`config.mk`:
```
export PLATFORM = sky130hd
export DESIGN_NAME = instr_fetch_unit
export DESIGN_NICKNAME = d
export VERILOG_FILES = /design/src/rtl/instr_fetch_unit.sv
export SDC_FILE = /design/constraint.sdc
export NUM_CORES = 1
export LEC_CHECK = 0
export ABC_AREA = 1
export BUFFER_PORTS_ARGS = -buffer_cell sky130_fd_sc_hd__buf_2
export CAP_MARGIN = 10
export CORE_MARGIN = 5
export CORE_UTILIZATION = 41
export CTS_CLUSTER_DIAMETER = 40
export DETAILED_ROUTE_END_ITERATION = 10
export GPL_ROUTABILITY_DRIVEN = 0
export PLACE_DENSITY = 0.71
export SLEW_MARGIN = 30
export SYNTH_ARGS = -nofsm -noshare
export SYNTH_HDL_FRONTEND = slang
export SYNTH_SLANG_ARGS = --single-unit
```
`constraint.sdc`:
```
create_clock -name clk -period 11.32 [get_ports clk]
set_input_delay 2.264 -clock clk [delete_from_list [all_inputs] [get_ports clk]]
set_output_delay 2.264 -clock clk [all_outputs]
set_load 0.03 [all_outputs]
```
`src/rtl/instr_fetch_unit.sv`:
```
// Instruction fetch unit: drives the instruction memory, buffers {pc, inst} pairs, hands them to decode.
// Optional fetch_cnt output (handshake pop counter) is enabled by defining IFU_PERF_CNT_EN.
module instr_fetch_unit #(
  parameter logic [31:0] RESET_PC = 32'h0000_0000,
  parameter int unsigned DEPTH    = 2,
  parameter logic [31:0] NOP_INST = 32'h0000_0013
) (
  input  logic        clk,
  input  logic        rst,
  output logic        imem_en,
  output logic [31:0] imem_addr,
  input  logic [31:0] imem_inst,
  input  logic        redirect_valid,
  input  logic [31:0] redirect_pc,
  input  logic        halt_req,
  output logic        if_valid,
  input  logic        if_ready,
  output logic [31:0] if_inst,
  output logic [31:0] if_pc
`ifdef IFU_PERF_CNT_EN
  ,
  output logic [31:0] fetch_cnt
`endif
);

  localparam int unsigned PW = $clog2(DEPTH);
  localparam logic [PW:0] FULL = (PW+1)'(DEPTH);

  typedef enum logic [1:0] {BOOT, RUN, HALTED} state_e;

  state_e        state_q, state_d;
  logic [31:0]   pc_q, pc_d;
  logic [PW-1:0] head_q, head_d, tail_q, tail_d;
  logic [PW:0]   count_q, count_d;
  logic [31:0]   inst_buf_q [DEPTH];
  logic [31:0]   pc_buf_q   [DEPTH];
  logic          pop, push;

  assign if_valid  = (count_q != '0);
  assign pop       = if_valid & if_ready;
  assign if_inst   = if_valid ? inst_buf_q[head_q] : NOP_INST;
  assign if_pc     = if_valid ? pc_buf_q[head_q] : '0;
  assign imem_addr = {2'b00, pc_q[31:2]};

  always_ff @(posedge clk) begin
    if (rst) state_q <= BOOT;
    else     state_q <= state_d;
  end

  always_comb begin
    state_d = state_q;
    if (redirect_valid) begin
      state_d = RUN;
    end else begin
      unique case (state_q)
        BOOT:    state_d = RUN;
        RUN:     if (halt_req) state_d = HALTED;
        HALTED:  state_d = HALTED;
        default: state_d = BOOT;
      endcase
    end
  end

  // A full buffer may still fetch when the head leaves in the same cycle.
  always_comb begin
    imem_en = (state_q == RUN) & ~redirect_valid & ~halt_req & ((count_q < FULL) | pop);
    push    = imem_en;
  end

  always_comb begin
    pc_d    = pc_q;
    head_d  = head_q;
    tail_d  = tail_q;
    count_d = count_q;
    if (redirect_valid) begin
      pc_d    = redirect_pc & ~32'h3;
      head_d  = '0;
      tail_d  = '0;
      count_d = '0;
    end else begin
      if (pop) head_d = head_q + PW'(1);
      if (push) begin
        tail_d = tail_q + PW'(1);
        pc_d   = pc_q + 32'd4;
      end
      unique case ({push, pop})
        2'b10:   count_d = count_q + (PW+1)'(1);
        2'b01:   count_d = count_q - (PW+1)'(1);
        default: count_d = count_q;
      endcase
    end
  end

  always_ff @(posedge clk) begin
    if (rst) begin
      pc_q    <= RESET_PC & ~32'h3;
      head_q  <= '0;
      tail_q  <= '0;
      count_q <= '0;
    end else begin
      pc_q    <= pc_d;
      head_q  <= head_d;
      tail_q  <= tail_d;
      count_q <= count_d;
    end
  end

  always_ff @(posedge clk) begin
    if (push) begin
      inst_buf_q[tail_q] <= imem_inst;
      pc_buf_q[tail_q]   <= pc_q;
    end
  end

`ifdef IFU_PERF_CNT_EN
  logic [31:0] fetch_cnt_q;

  always_ff @(posedge clk) begin
    if (rst)      fetch_cnt_q <= '0;
    else if (pop) fetch_cnt_q <= fetch_cnt_q + 32'd1;
  end

  assign fetch_cnt = fetch_cnt_q;
`endif

endmodule

```
==> reports/qor.csv <==
metric,value,unit
ys.flop_type,edfxtp_1,
wl,17490,um
hold_class,reg2reg,
cpPeakStageDelay,0.45,ns
die-height,142.8,um
min_period_over_period,53.18,%
ys_types,40,
dr.pass1.iters,4,
clk_pin_slew,0.06,ns
synth_top_cell_area_share,51.52,%
crit_chain,buf_2 > nor2_2 > o21ai_4 > inv_2 > buf_2,
portBuffers,160,
synthArstFlopShare,0,%
ant_nets,0,
clk_latency,0.42,ns
syn_to_final_growth,21.45,%
drive_above_1_share,26.81,%
status,"finished, final reports clean",
synth.avg_cell_area,9.649,um2
clockBufferDepth,2,
fin_tns_setup,0,ns
drc,0,
post_cts_buffers,0,
antenna_found_initial,0,
grt_overflow_total,0,
rows,48,
finalPower,1.319,mW
numCtsBuffers,17,
num_vias,5528,
synthTopCellsByCount,"240 x nand2_1, 124 x edfxtp_1, 81 x a21oi_1, 55 x inv_1, 41 x nand3_1",
crit_family,buffers and inverters,
grt_pass1_wl,27570,um
yosys_register_bits,161,
p_leak,3.622,nW
fmax,166.1,MHz
root_buffer,clkbuf_16,
cp_num_buf_inv,3,
max_cap_violations,0,
crit_arrival,3.76,ns
cts_sinks,161,
critPathMaxFanout,32,
yosysTopAreaCell,edfxtp_1,
finalSetupViolCount,0,
finalNetCount,974,
io_pins,167,
ys_seq_area_share,61.77,%
cp_data_required_time,9.06,ns
synth_edf_count,124,
finClkSkew,0.009404,ns
first_global_vias,5260,
hpwl,11560,um
drt_iter0_markers,240,
ctsHoldBuffers,0,
slew_violations,0,
htree_num_levels,4,
grt_max_degree,64,
synth-adder-area-share,0.6925,%
crit_top_cell,buf_2,
synth.area.top_cells,"edfxtp_1 52%, nand2_1 12%, dfxtp_1 10%, a21oi_1 5.6%, inv_1 2.9%",
diodes,0,
ys_warn_count,0,
maxSlewHeadroom,41.07,%
synth_top_family_by_area,simple AND/OR/NAND/NOR gates,
post_cts_resized,0,
rsz0062_at_grt,no,
n_fill_cell,1643,
start_util,41.78,%
synth-simple-area-share,21.49,%
die_w,142.8,um
die-area,20380,um2
final_hold_viol_count,0,
tightestPinTransition,0.8839,ns
track_usage,17.41,%
p_per_area,150.2,nW/um2
startpoint_type,primary input,
muxShareOfSynthArea,0,%
ir_worst_vdd,0.0001136,V
critical_path_class,in2out,
synth-compound-area-share,9.280,%
avgViaCountPerCell,4.853,
synth_xor_area_share,0.7271,%
core-area,17300,um2
yosysMostFrequentCell,nand2_1,
synth_cells,749,
syn_area,7227,um2
end_kind,primary output,
cpMaxStageDelayCell,inv_2,
min_period,6.020,ns
wl_per_cell,15.35,um
cts_tree,done,
-- cell usage in the layout, fill, tap and decap left out, drive strengths merged --
cell type / synthesis / final
a21oi: 85 / 85
a22oi: 1 / 1
a31o: 1 / 1
a31oi: 5 / 5
and2: 1 / 1
buf: 14 / 165
bufinv: 0 / 2
clkbuf: 21 / 22
clkinv: 1 / 8
clkinvlp: 0 / 1
conb: 1 / 4
dfxtp: 37 / 37
edfxtp: 124 / 124
ha: 4 / 4
inv: 66 / 66
nand2: 252 / 252
nand3: 44 / 44
nand3b: 1 / 1
nand4: 1 / 1
nor2: 47 / 47
nor3: 1 / 1
nor3b: 3 / 3
o211ai: 2 / 2
o21ai: 28 / 28
o21bai: 1 / 1
o221ai: 1 / 1
or2: 1 / 1
xnor2: 4 / 4
xor2: 2 / 2
-- cell families after synthesis --
family,after synthesis
AND/OR/NAND/NOR,351
other,1
AO/OA/AOI/OAI,124
XOR/XNOR,6
flip-flops,161
adder cells (fa/ha/maj),4
buffers and inverters,102
-- power breakdown --
group | leakage, nW | switching, mW | total [mW] | internal, mW
Clock | 0.281 | 0.220 | 0.555 | 0.335
Combinational | 1.89 | 0.0655 | 0.0951 | 0.0296
Sequential | 1.45 | 0.0162 | 0.668 | 0.652
-- flip-flops by register name, indices dropped and copies added, names as in the netlist, named ones only --
signal,cells
pc_q,30
inst_buf_q,64
state_q,2
pc_buf_q,60
count_q,2
tail_q,1
head_q,1
-- final timing paths --
kind | slack (ns) | from | cells past startpoint | endpoint
max reg2reg | 9.13 | state_q[1] | 7 | inst_buf_q[0][15]
max | 5.30 | redirect_valid | 5 | imem_en
min reg2reg | 0.49 | state_q[1] | 2 | state_q[1]
min | 0.49 | state_q[1] | 2 | state_q[1]
-- through the flow --
stage | util, % | hold WS [ns] | setup slack (ns) | cells | cell area [um2]
after detailed placement | 47.41 | 0.4863 | 5.281 | 1107 | 8200
after global routing | 50.75 | 0.5114 | 5.179 | 1139 | 8777
final | 50.75 | 0.4923 | 5.300 | 1139 | 8777
after global placement | 47.41 | 0.4731 | 5.301 | 1107 | 8200
after floorplan | - | 0.4571 | 5.423 | 752 | 7238
after CTS | 50.75 | 0.4957 | 5.276 | 1139 | 8777
-- worst reg2reg max path: cells and delay by family, from the launching register on --
family / cells / cell delay (ns)
flip-flops: 1 / 0.31
buffers and inverters: 2 / 0.71
AND/OR/NAND/NOR: 3 / 0.37
AO/OA/AOI/OAI: 1 / 0.17
adder cells (fa/ha/maj): 1 / 0.16
-- per-layer routing --
layer / GRT usage, % / wire (um) / up-vias
met5: 0 / 0 / -
met4: 5.153 / 280 / 0
met3: 4.421 / 1140 / 19
met2: 28.76 / 8385 / 160
met1: 22.75 / 7679 / 2550
li1: - / - / 2799
-- layout make-up --
class                   count  area [um2]  share of cell area (%)
clock buffers              22       464.2                   5.289
clock inverters            10       112.6                   1.283
inverters                  67       251.5                   2.865
multi-input cells         489        2364                   26.93
flip-flops and latches    161        4466                   50.88
well taps                 225       281.5                   3.207
repair buffers            165       838.3                   9.551
Note: power is estimated with default switching activity, not from simulation.
